$ cat src/rtl/lii_pkg.sv
// Shared LII definitions: default widths, state encoding and keep-mask helper.
package lii_pkg;

  localparam int unsigned LII_DW     = 256;
  localparam int unsigned LII_SRC_W  = 8;
  localparam int unsigned LII_DST_W  = 8;
  localparam int unsigned LII_TYPE_W = 2;
  localparam int unsigned LII_LEN_W  = 16;
  localparam int unsigned LII_BPB    = LII_DW / 8;
  localparam int unsigned LII_TAIL_W = $clog2(LII_BPB);

  typedef enum logic [1:0] {
    ST_IDLE  = 2'd0,
    ST_SEND  = 2'd1,
    ST_DRAIN = 2'd2
  } tx_state_t;

  // Valid-byte mask for a final beat holding 'tail' bytes (0 means a full beat).
  function automatic logic [LII_BPB-1:0] keep_from_tail(input logic [LII_TAIL_W-1:0] tail);
    logic [LII_BPB-1:0] k;
    if (tail == '0) k = '1;
    else            k = (LII_BPB'(1) << tail) - LII_BPB'(1);
    return k;
  endfunction

endpackage

$ cat src/rtl/lii_tx_packetizer_if.sv
// Command, payload and LII beat channels of the transmit packetizer.
// master = packetizer side, slave = endpoint/router environment side.
interface lii_tx_packetizer_if import lii_pkg::*; #(
  parameter int unsigned DW     = LII_DW,
  parameter int unsigned SRC_W  = LII_SRC_W,
  parameter int unsigned DST_W  = LII_DST_W,
  parameter int unsigned TYPE_W = LII_TYPE_W,
  parameter int unsigned LEN_W  = LII_LEN_W
) ();

  localparam int unsigned BPB = DW / 8;

  logic              cmd_valid;
  logic              cmd_ready;
  logic [DST_W-1:0]  cmd_dst;
  logic [TYPE_W-1:0] cmd_type;
  logic [LEN_W-1:0]  cmd_len;

  logic [DW-1:0]     pay_data;
  logic              pay_valid;
  logic              pay_ready;

  logic [DW-1:0]     m_data;
  logic [BPB-1:0]    m_keep;
  logic [BPB-1:0]    m_strb;
  logic              m_last;
  logic [SRC_W-1:0]  m_src;
  logic [DST_W-1:0]  m_dst;
  logic [TYPE_W-1:0] m_type;
  logic              m_valid;
  logic              m_ready;

  modport master (
    input  cmd_valid, cmd_dst, cmd_type, cmd_len, pay_data, pay_valid, m_ready,
    output cmd_ready, pay_ready, m_data, m_keep, m_strb, m_last, m_src, m_dst, m_type, m_valid
  );

  modport slave (
    output cmd_valid, cmd_dst, cmd_type, cmd_len, pay_data, pay_valid, m_ready,
    input  cmd_ready, pay_ready, m_data, m_keep, m_strb, m_last, m_src, m_dst, m_type, m_valid
  );

endinterface

$ cat src/rtl/lii_tx_packetizer.sv
// Endpoint transmitter: turns a message command plus payload words into LII
// beats, splitting long messages into packets of at most MAX_BEATS beats.
module lii_tx_packetizer import lii_pkg::*; #(
  parameter int unsigned DW        = LII_DW,
  parameter int unsigned SRC_W     = LII_SRC_W,
  parameter int unsigned DST_W     = LII_DST_W,
  parameter int unsigned TYPE_W    = LII_TYPE_W,
  parameter int unsigned LEN_W     = LII_LEN_W,
  parameter int unsigned MAX_BEATS = 16,
  parameter int unsigned LOCAL_ID  = 0
) (
  input  logic                clk,
  input  logic                rstn,
  lii_tx_packetizer_if.master bus,
  output logic                busy,
  output logic                done
);

  localparam int unsigned BPB    = DW / 8;
  localparam int unsigned TAIL_W = $clog2(BPB);
  localparam int unsigned SEG_W  = $clog2(MAX_BEATS) + 1;

  tx_state_t         state;
  logic [LEN_W-1:0]  beats_left;
  logic [TAIL_W-1:0] tail_q;
  logic [SEG_W-1:0]  seg_cnt;
  logic [DST_W-1:0]  dst_q;
  logic [TYPE_W-1:0] type_q;

  logic              m_valid_q;
  logic [DW-1:0]     m_data_q;
  logic [BPB-1:0]    m_keep_q;
  logic              m_last_q;
  logic [SRC_W-1:0]  m_src_q;
  logic [DST_W-1:0]  m_dst_q;
  logic [TYPE_W-1:0] m_type_q;
  logic              done_q;

  logic              pay_ready;
  logic              load;
  logic              final_beat;
  logic              seg_end;
  logic [LEN_W:0]    len_round;
  logic [LEN_W-1:0]  beats_init;

  // Output register may take a new word when empty or being drained this cycle.
  assign pay_ready  = (state == ST_SEND) && (!m_valid_q || bus.m_ready);
  assign load       = bus.pay_valid && pay_ready;
  assign final_beat = (beats_left == LEN_W'(1));
  assign seg_end    = (seg_cnt == SEG_W'(MAX_BEATS - 1));
  // One extra bit so the round-up cannot overflow at the maximum length.
  assign len_round  = {1'b0, bus.cmd_len} + (LEN_W + 1)'(BPB - 1);
  assign beats_init = LEN_W'(len_round >> TAIL_W);

  // Control FSM plus the single registered LII output stage.
  always_ff @(posedge clk or negedge rstn) begin
    if (!rstn) begin
      state      <= ST_IDLE;
      beats_left <= '0;
      tail_q     <= '0;
      seg_cnt    <= '0;
      dst_q      <= '0;
      type_q     <= '0;
      m_valid_q  <= 1'b0;
      m_data_q   <= '0;
      m_keep_q   <= '0;
      m_last_q   <= 1'b0;
      m_src_q    <= '0;
      m_dst_q    <= '0;
      m_type_q   <= '0;
      done_q     <= 1'b0;
    end else begin
      done_q <= 1'b0;
      if (m_valid_q && bus.m_ready) m_valid_q <= 1'b0;
      case (state)
        ST_IDLE: begin
          if (bus.cmd_valid) begin
            if (bus.cmd_len == '0) begin
              done_q <= 1'b1;
            end else begin
              dst_q      <= bus.cmd_dst;
              type_q     <= bus.cmd_type;
              beats_left <= beats_init;
              tail_q     <= bus.cmd_len[TAIL_W-1:0];
              seg_cnt    <= '0;
              state      <= ST_SEND;
            end
          end
        end
        ST_SEND: begin
          if (load) begin
            m_valid_q  <= 1'b1;
            m_data_q   <= bus.pay_data;
            m_keep_q   <= final_beat ? BPB'(keep_from_tail(LII_TAIL_W'(tail_q))) : '1;
            m_last_q   <= final_beat || seg_end;
            m_src_q    <= SRC_W'(LOCAL_ID);
            m_dst_q    <= dst_q;
            m_type_q   <= type_q;
            seg_cnt    <= (final_beat || seg_end) ? '0 : seg_cnt + SEG_W'(1);
            beats_left <= beats_left - LEN_W'(1);
            if (final_beat) state <= ST_DRAIN;
          end
        end
        ST_DRAIN: begin
          if (m_valid_q && bus.m_ready) begin
            state  <= ST_IDLE;
            done_q <= 1'b1;
          end
        end
        default: state <= ST_IDLE;
      endcase
    end
  end

  assign bus.cmd_ready = (state == ST_IDLE);
  assign bus.pay_ready = pay_ready;
  assign bus.m_valid   = m_valid_q;
  assign bus.m_data    = m_data_q;
  assign bus.m_keep    = m_keep_q;
  assign bus.m_strb    = m_keep_q;
  assign bus.m_last    = m_last_q;
  assign bus.m_src     = m_src_q;
  assign bus.m_dst     = m_dst_q;
  assign bus.m_type    = m_type_q;
  assign busy          = (state != ST_IDLE);
  assign done          = done_q;

endmodule

$ cat src/flat_wrapper.sv
// flat-port wrapper written by rule: the top's interface ports become plain ports
module lii_tx_packetizer_flat import lii_pkg::*;
#(
  parameter int unsigned DW        = LII_DW,
  parameter int unsigned SRC_W     = LII_SRC_W,
  parameter int unsigned DST_W     = LII_DST_W,
  parameter int unsigned TYPE_W    = LII_TYPE_W,
  parameter int unsigned LEN_W     = LII_LEN_W,
  parameter int unsigned MAX_BEATS = 16,
  parameter int unsigned LOCAL_ID  = 0
)
  (clk, rstn, busy, done, bus_cmd_valid, bus_cmd_dst, bus_cmd_type, bus_cmd_len, bus_pay_data, bus_pay_valid, bus_m_ready, bus_cmd_ready, bus_pay_ready, bus_m_data, bus_m_keep, bus_m_strb, bus_m_last, bus_m_src, bus_m_dst, bus_m_type, bus_m_valid);
  lii_tx_packetizer_if #(.DW(DW), .SRC_W(SRC_W), .DST_W(DST_W), .TYPE_W(TYPE_W), .LEN_W(LEN_W)) bus_i ();
  input  logic clk;
  input  logic rstn;
  output logic busy;
  output logic done;
  input wire logic [$bits(bus_i.cmd_valid)-1:0] bus_cmd_valid;
  input wire logic [$bits(bus_i.cmd_dst)-1:0] bus_cmd_dst;
  input wire logic [$bits(bus_i.cmd_type)-1:0] bus_cmd_type;
  input wire logic [$bits(bus_i.cmd_len)-1:0] bus_cmd_len;
  input wire logic [$bits(bus_i.pay_data)-1:0] bus_pay_data;
  input wire logic [$bits(bus_i.pay_valid)-1:0] bus_pay_valid;
  input wire logic [$bits(bus_i.m_ready)-1:0] bus_m_ready;
  output wire logic [$bits(bus_i.cmd_ready)-1:0] bus_cmd_ready;
  output wire logic [$bits(bus_i.pay_ready)-1:0] bus_pay_ready;
  output wire logic [$bits(bus_i.m_data)-1:0] bus_m_data;
  output wire logic [$bits(bus_i.m_keep)-1:0] bus_m_keep;
  output wire logic [$bits(bus_i.m_strb)-1:0] bus_m_strb;
  output wire logic [$bits(bus_i.m_last)-1:0] bus_m_last;
  output wire logic [$bits(bus_i.m_src)-1:0] bus_m_src;
  output wire logic [$bits(bus_i.m_dst)-1:0] bus_m_dst;
  output wire logic [$bits(bus_i.m_type)-1:0] bus_m_type;
  output wire logic [$bits(bus_i.m_valid)-1:0] bus_m_valid;
  assign bus_i.cmd_valid = bus_cmd_valid;
  assign bus_i.cmd_dst = bus_cmd_dst;
  assign bus_i.cmd_type = bus_cmd_type;
  assign bus_i.cmd_len = bus_cmd_len;
  assign bus_i.pay_data = bus_pay_data;
  assign bus_i.pay_valid = bus_pay_valid;
  assign bus_i.m_ready = bus_m_ready;
  assign bus_cmd_ready = bus_i.cmd_ready;
  assign bus_pay_ready = bus_i.pay_ready;
  assign bus_m_data = bus_i.m_data;
  assign bus_m_keep = bus_i.m_keep;
  assign bus_m_strb = bus_i.m_strb;
  assign bus_m_last = bus_i.m_last;
  assign bus_m_src = bus_i.m_src;
  assign bus_m_dst = bus_i.m_dst;
  assign bus_m_type = bus_i.m_type;
  assign bus_m_valid = bus_i.m_valid;
  lii_tx_packetizer #(.DW(DW), .SRC_W(SRC_W), .DST_W(DST_W), .TYPE_W(TYPE_W), .LEN_W(LEN_W), .MAX_BEATS(MAX_BEATS), .LOCAL_ID(LOCAL_ID)) u_core (.clk(clk), .rstn(rstn), .bus(bus_i), .busy(busy), .done(done));
endmodule
$ cat config.mk
export PLATFORM = sky130hd
export DESIGN_NAME = lii_tx_packetizer_flat
export DESIGN_NICKNAME = d
export VERILOG_FILES = /design/src/rtl/lii_pkg.sv /design/src/rtl/lii_tx_packetizer_if.sv /design/src/rtl/lii_tx_packetizer.sv /design/src/flat_wrapper.sv
export SDC_FILE = /design/constraint.sdc
export NUM_CORES = 1
export LEC_CHECK = 0
export BUFFER_PORTS_ARGS = -buffer_cell sky130_fd_sc_hd__buf_4
export CORE_AREA = 2 2 248 250
export CTS_CLUSTER_DIAMETER = 40
export DETAILED_ROUTE_END_ITERATION = 10
export DIE_AREA = 0 0 250 252
export PLACE_DENSITY = 0.43
export SYNTH_ARGS = -nofsm -noshare
export SYNTH_HDL_FRONTEND = slang
export SYNTH_SLANG_ARGS = --single-unit
export TNS_END_PERCENT = 10
$ cat constraint.sdc
create_clock -name clk -period 2.85 [get_ports clk]
set_clock_uncertainty 0.15 [all_clocks]
set_input_delay 0.1425 -clock clk [delete_from_list [all_inputs] [get_ports clk]]
set_output_delay 0.1425 -clock clk [all_outputs]
set_load 0.005 [all_outputs]
After elaboration in Yosys (flattened, before gate mapping)
Cells that the tools add are included.

Reductions and logical operators: 15. Bitwise logic cells: 1. $add $sub $neg: 4. Muxes and demuxes: 24. Shifts and indexed selects: 1. Equal/unequal tests: 9.

Operators by type and width (count): 2-to-1 mux 32 bit (2); 2-to-1 mux 16 bit (3); case mux 16 bit (2 select lines) (1); << shifter 1 x 5 -> 32 bit (first input constant) (1); subtractor 32 x 2 -> 32 bit (second input constant) (1); 2-to-1 mux 5 bit (4); adder 16 x 5 -> 17 bit (second input constant) (1); equality test 16 x 1 -> 1 bit (second input constant) (1); logical NOT 16 bit (1); subtractor 16 x 1 -> 16 bit (second input constant) (1); 2-to-1 mux 2 bit (5); case mux 5 bit (2 select lines) (1); 2-to-1 mux 1 bit (6); inequality test 2 x 1 -> 1 bit (second input constant) (3); case mux 2 bit (3 select lines) (1); adder 5 x 1 -> 5 bit (second input constant) (1); equality test 5 x 4 -> 1 bit (second input constant) (1); logical NOT 5 bit (1); AND reduction 5 bit (1); inequality test 2 bit (second input constant) (2); AND reduction 4 bit (1); nonzero test 2 bit (2); logical AND 1 bit (3); AND reduction 3 bit (1); other kinds (8) (9).

Bits in registers: 339. Logic and storage cells: 67. Input bits: 287. Output and inout port bits: 344.

Longest topological paths before layout
Gate-level depths: netlist of the first run.

Word-level depth: 6. Mapped depth: 10.

Worst setup path after synthesis of the first run
Ideal clock, no wire load.

Kind: reg-to-reg. Start: reg u_core.tail_q[4]. End: reg u_core.m_keep_q[24], in the netlist u_core.bus.m_keep[24]. Period minus slack after synthesis: 2.471 ns. Stages on the path, launching flop included: 10. Data arrival time: 2.243 ns. Setup slack: 0.379 ns. Required time: 2.623 ns. Path through: dfrtp_1 -> clkbuf_1 -> nor4_1 -> nand2_1 -> ha_1 -> clkbuf_1 -> nor2b_1 -> a32oi_1 -> o32a_1 -> a21oi_1.

Longest elaborated chain between the ends: 4.

Ends and longest elaborated chain: start: declaration (line lii_tx_packetizer.sv:25) `logic [TAIL_W-1:0] tail_q;`; start signal: assignment (line lii_tx_packetizer.sv:84) `tail_q <= bus.cmd_len[TAIL_W-1:0];`; << shifter 1 x 5 -> 32 bit (line lii_pkg.sv:22) `else k = (LII_BPB'(1) << tail) - LII_BPB'(1);`; subtractor 32 x 2 -> 32 bit (line lii_pkg.sv:22); 2-to-1 mux 32 bit * (line lii_pkg.sv:21) `if (tail == '0) k = '1;`; 2-to-1 mux 32 bit * (line lii_tx_packetizer.sv:94) `m_keep_q <= final_beat ? BPB'(keep_from_tail(LII_TAIL_W'(tail_q))) : '1;`; end signal: assignment (line lii_tx_packetizer.sv:94); end: declaration (line lii_tx_packetizer.sv:32) `logic [BPB-1:0] m_keep_q;`.

Mark *: on every way between the ends. The rest lies on a longest branch, timed or not. A chain may end at the register's enable or synchronous reset.

Worst setup path after layout of the first run
Start: reg u_core.beats_left[7]. End: reg u_core.beats_left[11].

Longest elaborated chain between the ends: 3.

Ends and longest elaborated chain: start: declaration (line lii_tx_packetizer.sv:24) `logic [LEN_W-1:0] beats_left;`; start signal: assignment (line lii_tx_packetizer.sv:83) `beats_left <= beats_init;`; start signal: assignment (line lii_tx_packetizer.sv:100) `beats_left <= beats_left - LEN_W'(1);`; subtractor 16 x 1 -> 16 bit (line lii_tx_packetizer.sv:100); 2-to-1 mux 16 bit (line lii_tx_packetizer.sv:91) `if (load) begin`; case mux 16 bit (2 select lines) (line lii_tx_packetizer.sv:75) `case (state)`.

No other way between the ends. The select of a mux whose other input is x is not followed.

==> metrics, run 1 <==
status finished clean; Fillers between 5,000 and 6,000; hold depth 4; vias in the first global route 14,860; DRT Wirelength approximately 56,000 um; mapped cell area 14,150 sq um; Final Max Slew Viols 0; Clock Latency Late Sink 0.59 ns; die width ~250 um; detailed placement HPWL 38,870 um; DRC viols 0; initial DRC count about 760; Slew headroom 56.88%; Power Density 826.8 nW/um^2; initial antenna violation count 3; Fin Setup TNS 0 ns; RSZ-0062 raised after global routing no; R2R depth 7; DR vias approximately 14,000; dpl ws 0.2482 ns; Multi-input gate area 5021 sq um; Least-Margin Pin Slew 0.6468 ns; GRT overflow 0; Rows 90; Clock Tree Buf Depth 3; # port buffers 622; crit path time final 2.778 ns; fraction of layout cells with a size suffix above 1 31.21%; Yosys reg bits 339; Synth cell types 61; Async S/R FF share, synth 100.0%; CTS tree done; R2R setup slack 0.07 ns; Hold EP u_core.bus.m_data[111]$_DFFE_PN0P_; vias per inst 4.229; IO Pins 631; worst min-delay path category input port to flip-flop; Startpoint Class flip-flop; FF-to-FF Start u_core.beats_left[7]$_DFFE_PN0P_; Crit path required time 3.20 ns; Clk pin slew, worst setup/hold paths 0.05 ns; critical path class flip-flop to flip-flop; TritonCTS Sinks approximately 340; cell count after synthesis between 1,500 and 2,000; worst ir drop on vdd 0.0005030 V; top_reg_cell synth dfrtp_1; hold_sp bus_pay_data[111]; Die ar. 63,000 sq um; number of flops mapped to enable cells by yosys 0; Hold Vio Cnt, Final 0; Seq/Total Area, Yosys 59.97%; DRT Pass-1 Iters 5; routability cong. roughly 0.8; FF/Latch Area about 8500 sq um; Total GRT Usage 17.44%; CP Data Arrival Time 3.13 ns; Initial Utilization 23.52%; core area between 60,000 and 70,000 sq um; drt wl/cell 16.70 um; Crit. End Element flip-flop; leakage 12.82 nW; final worst slack about 0.07 ns; fmax around 360 MHz; area delta synth->final 78.46%; nets 2,827; clk root buf clkbuf_16; CP max FO 5; Avg Cell Area, Syn 8.695 sq um; remaining antenna violation count 0; max-cap viol count 0; Chip Height 252 um; R2R Path End u_core.beats_left[11]$_DFFE_PN0P_; largest net degree at the start of global routing 128; H-tree depth 3; # setup viols final 0; first-pass GRT wire length 86,390 um; Num CTS Buffers 76; Yosys warning total 0; fin crit share 97.48%
## area by class of cell
| type | count | share of cell area (%) |
|---|---|---|
| flip-flops and latches | 339 | 33.60 |
| repair buffers | 953 | 31.84 |
| multi-input cells | 1152 | 19.89 |
| clock buffers | 88 | 8.069 |
| diodes | 1 | 0.009912 |
| well taps | 782 | 3.876 |
| clock inverters | 50 | 2.523 |
| inverters | 13 | 0.1933 |
## cell usage after synthesis, types with 5 or more instances
library cell	count	share of area, %
nor4_1	10	0.44
nor2_1	55	1.5
xnor2_1	10	0.62
buf_4	41	2.2
nand2_1	869	23
nand3_1	16	0.57
o21ai_0	32	1.1
a22oi_1	9	0.48
inv_1	13	0.34
nor3_1	11	0.39
or3_1	7	0.31
clkbuf_1	81	2.1
dfrtp_1	339	60
a21oi_1	31	1.1
ha_1	5	0.44
nand2b_1	6	0.27
## worst max path at each step
| stage | end | from |
|---|---|---|
| 2_1_floorplan | u_core.bus.m_keep[24]$_DFFE_PN0P_ | u_core.tail_q[4]$_DFFE_PN0P_ |
| 3_3_place_gp | u_core.bus.m_keep[26]$_DFFE_PN0P_ | u_core.beats_left[7]$_DFFE_PN0P_ |
| 3_5_place_dp | u_core.bus.m_keep[3]$_DFFE_PN0P_ | u_core.beats_left[7]$_DFFE_PN0P_ |
| 4_1_cts | u_core.beats_left[11]$_DFFE_PN0P_ | u_core.beats_left[7]$_DFFE_PN0P_ |
| 5_1_grt | u_core.beats_left[11]$_DFFE_PN0P_ | u_core.beats_left[7]$_DFFE_PN0P_ |
| 6_report | u_core.beats_left[11]$_DFFE_PN0P_ | u_core.beats_left[7]$_DFFE_PN0P_ |
## stage by stage
stage / instance area [sq um] / utilization (%) / hold WS, ns / power [mW] / instances
global placement: 19610 / 32.61 / 0.02669 / 11.52 / 2946
floorplan: 14170 / - / -0.3031 / 8.673 / 1634
finish: 25250 / 41.98 / 0.1258 / 20.87 / 3378
CTS: 25230 / 41.96 / 0.06948 / 21.20 / 3377
detailed placement: 19610 / 32.61 / 0.02913 / 11.55 / 2946
global route: 25250 / 41.98 / 0.1033 / 22.11 / 3378
## layout by cell type, fill, tap and decap left out, drive strengths merged, types with 5 or more instances in the layout
cell | Yosys | layout
bufinv | 0 | 10
a21oi | 31 | 31
ha | 5 | 5
nor2 | 56 | 56
clkinvlp | 0 | 12
inv | 13 | 19
dlygate4sd3 | 0 | 292
or3 | 7 | 7
nand2b | 6 | 6
conb | 1 | 8
buf | 49 | 661
nor4 | 10 | 10
a22oi | 9 | 9
nand3 | 16 | 16
dfrtp | 339 | 339
xnor2 | 10 | 10
nor3 | 11 | 11
clkinv | 0 | 22
nand2 | 869 | 869
o21ai | 32 | 32
clkbuf | 81 | 88
## power breakdown
group	internal, mW	switching (mW)	leakage, nW	total [mW]
clock	6.07	3.01	1.28	9.07
sequential	5.91	0.664	4.05	6.58
combinational	2.53	2.69	7.48	5.22
total	14.5	6.37	12.8	20.9
## flip-flops by register name (all words and copies together) (netlist names), 5 cells and up
| register | count |
|---|---|
| u_core.beats_left | 16 |
| u_core.bus.m_data | 256 |
| u_core.bus.m_dst | 8 |
| u_core.bus.m_keep | 32 |
| u_core.dst_q | 8 |
| u_core.seg_cnt | 5 |
| u_core.tail_q | 5 |
## per-layer routing
metal	vias to the layer above	global-route usage [%]	part of all wire [%]
met5	-	0	0.034
met4	4	7.117	3.5
met3	112	5.210	6.4
met2	445	28.70	49
met1	6794	21.36	41
li1	6931	-	-
## cells by family (layout without fill, tap and decap cells)
family,count (synthesis),after routing,share of synthesized area [%]
simple gates,1003,1003,28.06
buf+inv,143,1104,4.971
fa+ha+maj,5,5,0.4422
xor+xnor,11,11,0.6810
compound gates,123,123,5.696
flops,339,339,59.97
other cells,1,9,0.02651
mux,2,2,0.1504
## critical path, cell delays in order (launching register included)
cell	delay, ns
dfrtp_1	0.40
or4_4	0.56
or3_4	0.39
buf_4	0.17
nor3_1	0.22
a41oi_1	0.06
dlygate4sd3_1	0.59
o22ai_1	0.14
## what timing repair did
action / 4_1_cts / 5_1_grt
resized for setup: 0 / 2
endpoints found under the hold margin: 629 / 0
hold buffers: 293 / 0
endpoints found under the setup margin: 0 / 1
setup buffers: 0 / 0
Power figures use the tool's default switching activity.
==> inputs of run 2 (changes only) <==
--- a/config.mk
+++ b/config.mk
@@ -10,7 +10,7 @@
 export CTS_CLUSTER_DIAMETER = 40
 export DETAILED_ROUTE_END_ITERATION = 10
 export DIE_AREA = 0 0 250 252
-export PLACE_DENSITY = 0.43
+export PLACE_DENSITY_LB_ADDON = 0.08
 export SYNTH_ARGS = -nofsm -noshare
 export SYNTH_HDL_FRONTEND = slang
 export SYNTH_SLANG_ARGS = --single-unit
==> metrics, run 2 (same netlist as run 1, synthesis figures left out) <==
critical path, cell by cell dlygate4sd3_1 > buf_4 > or4_1 > nor2_1 > nand4_1 > dlygate4sd3_1 > mux2_2 > nor2_1; Chip Height 252 um (unchanged); TritonCTS Sinks 339 (unchanged); Least-Margin Pin Slew 0.6029 ns (-0.04389 ns); Clock Latency Late Sink 0.58 ns (about the same); largest net degree at the start of global routing 109 (-15%); Crit. End Element flip-flop; Die ar. 63,000 sq um (unchanged); # setup viols final 0 (unchanged); Rows 90 (unchanged); crit path time final 2.649 ns (-0.1289 ns); Crit path required time 3.19 ns (about the same); nets 2,834 (+0.25%); area delta synth->final 79.27%; # port buffers 622 (unchanged); internal power 14.80 mW (+2.0%); DRC viols 0 (unchanged); max-cap viol count 0 (unchanged); initial DRC count 623 (-18%); Clock Tree Buf Depth 3 (unchanged); Initial Utilization 23.52% (unchanged); Fin Setup TNS 0 ns (unchanged); Num CTS Buffers 74 (-2.6%); Largest register FFs 256 (unchanged); RSZ-0062 raised after global routing no; worst min-delay path category input port to flip-flop; critical path class input port to flip-flop; H-tree depth 3 (unchanged); status finished clean; Hold Vio Cnt, Final 0 (unchanged); detailed placement HPWL 40,560 um (+4.4%); core area 60,130 sq um (unchanged); leakage 12.89 nW (+0.53%); Psw 6.227 mW (-2.2%); CTS tree done; drt wl/cell 17.02 um (+1.9%); clock power share 43.5% (about the same); commonest non-fill, non-tap cells in the layout nand2_1 (869), buf_4 (653), dfrtp_1 (339); CP max FO 5 (unchanged); first-pass GRT wire length 87,710 um (+1.5%); part of the power in registers 31.4% (about the same); initial antenna violation count 7 (+4); Slew headroom 59.81% (+2.9 points); routability cong. 0.7947 (-1.7%); Total GRT Usage 17.81% (+0.37 points); Sw Share 29.62% (-0.87 points); Max stage delay on crit path 0.64 ns (+0.05 ns); Fillers 5,964 (-0.25%); DRT Pass-1 Iters 5 (unchanged); fraction of layout cells with a size suffix above 1 31.12% (-0.098 points); GRT overflow 0 (unchanged); DRT Wirelength 57,630 um (+2.2%); vias in the first global route 14,730 (-0.87%); dpl ws 0.2355 ns (-0.01275 ns); total power 21.02 mW (+0.72%); final worst slack 0.2006 ns (+0.1289 ns); fmax 377.4 MHz (+4.9%); DR vias 14,350 (+0.41%); fin crit share 92.96% (-4.5 points); Clk pin slew, worst setup/hold paths 0.04 ns (about the same); remaining antenna violation count 0 (unchanged); vias per inst 4.235 (+0.15%); die width 250 um (unchanged); worst ir drop on vdd 0.0004451 V (-11%); slowest CP cell or4_1; Startpoint Class input port; Final Max Slew Viols 0 (unchanged); IO Pins 631 (unchanged); commonest non-fill, non-tap cell in the layout nand2_1; CP Data Arrival Time 2.99 ns (-0.14 ns); Comb pwr share 25.1% (about the same); clk root buf clkbuf_16; Power Density 829.0 nW/um^2 (+0.27%)
[run 2: cell types whose count changed in the layout (fill, tap and decap cells not counted), moves of 2 or more]
| cell | delta |
|---|---|
| clkinvlp_4 | -7 |
| inv_6 | +3 |
| dlygate4sd3_1 | +2 |
| diode_2 | +4 |
| clkbuf_1 | +4 |
| clkinv_4 | -4 |
| clkinv_8 | -2 |
| buf_4 | +4 |
| buf_12 | +3 |
| bufinv_16 | +3 |
[run 2: power groups by stage]
| stage | clock [mW] | combinational, mW | sequential (mW) |
|---|---|---|---|
| after floorplan | 0 | 2.04 | 6.63 |
| after global routing | 9.65 | 5.86 | 6.73 |
| after CTS | 9.42 | 5.38 | 6.58 |
| final | 9.15 | 5.27 | 6.60 |
| after detailed placement | 0 | 5.02 | 6.61 |
| after global placement | 0 | 5.01 | 6.60 |
[run 2: path summary, 6_finish.rpt]
path,from,end,slack [ns],cells past startpoint
max,bus_cmd_len[4],u_core.done$_DFF_PN0_,0.20,8
min,bus_pay_data[92],u_core.bus.m_data[92]$_DFFE_PN0P_,0.14,4
max reg2reg,u_core.beats_left[7]$_DFFE_PN0P_,u_core.beats_left[11]$_DFFE_PN0P_,0.27,6
min reg2reg,u_core.bus.m_data[181]$_DFFE_PN0P_,u_core.bus.m_data[181]$_DFFE_PN0P_,0.32,2
max in group asynchronous,rstn,u_core.bus.m_data[227]$_DFFE_PN0P_,1.46,4
min in group asynchronous,rstn,u_core.bus.m_data[143]$_DFFE_PN0P_,0.43,3
[run 2: repair_timing]
item | in CTS | in global routing
setup endpoints to repair | 0 | 2
hold endpoints to repair | 635 | 0
resized for setup | 0 | 2
setup buffers | 0 | 0
hold buffers | 295 | 0
[run 2: layout make-up]
cell class / instances / area (sq um) / area share, %
Multi-Input combinational cell: 1152 / 5021 / 19.80
Tap cell: 782 / 978.4 / 3.858
Timing Repair Buffer: 962 / 8148 / 32.13
Clock inverter: 41 / 601.8 / 2.373
Clock buffer: 93 / 2066 / 8.146
Sequential cell: 339 / 8483 / 33.45
Inverter: 13 / 48.80 / 0.1924
Antenna cell: 5 / 12.51 / 0.04934
[run 2: metrics by stage]
stage | cells | util [%] | instance area, sq um | hold WS [ns]
3_3_place_gp | 2953 | 32.76 | 19700 | 0.01521
6_report | 3387 | 42.17 | 25360 | 0.1394
3_5_place_dp | 2953 | 32.76 | 19700 | 0.01332
4_1_cts | 3382 | 42.13 | 25340 | 0.08824
2_1_floorplan | 1634 | - | 14170 | -0.3031
5_1_grt | 3386 | 42.17 | 25360 | 0.1133
[run 2: layer usage]
layer  GRT usage (%)  part of all wire, %
met1           21.47                   41
met2           29.41                   49
met3           5.416                  6.9
met4           7.784                  3.5
met5               0                0.047
[run 2: critical path: cells and delay by family]
kind / cells / cell delay [ns]
muxes: 1 / 0.27
buffers and inverters: 3 / 1.29
and+or+nand+nor: 4 / 1.29
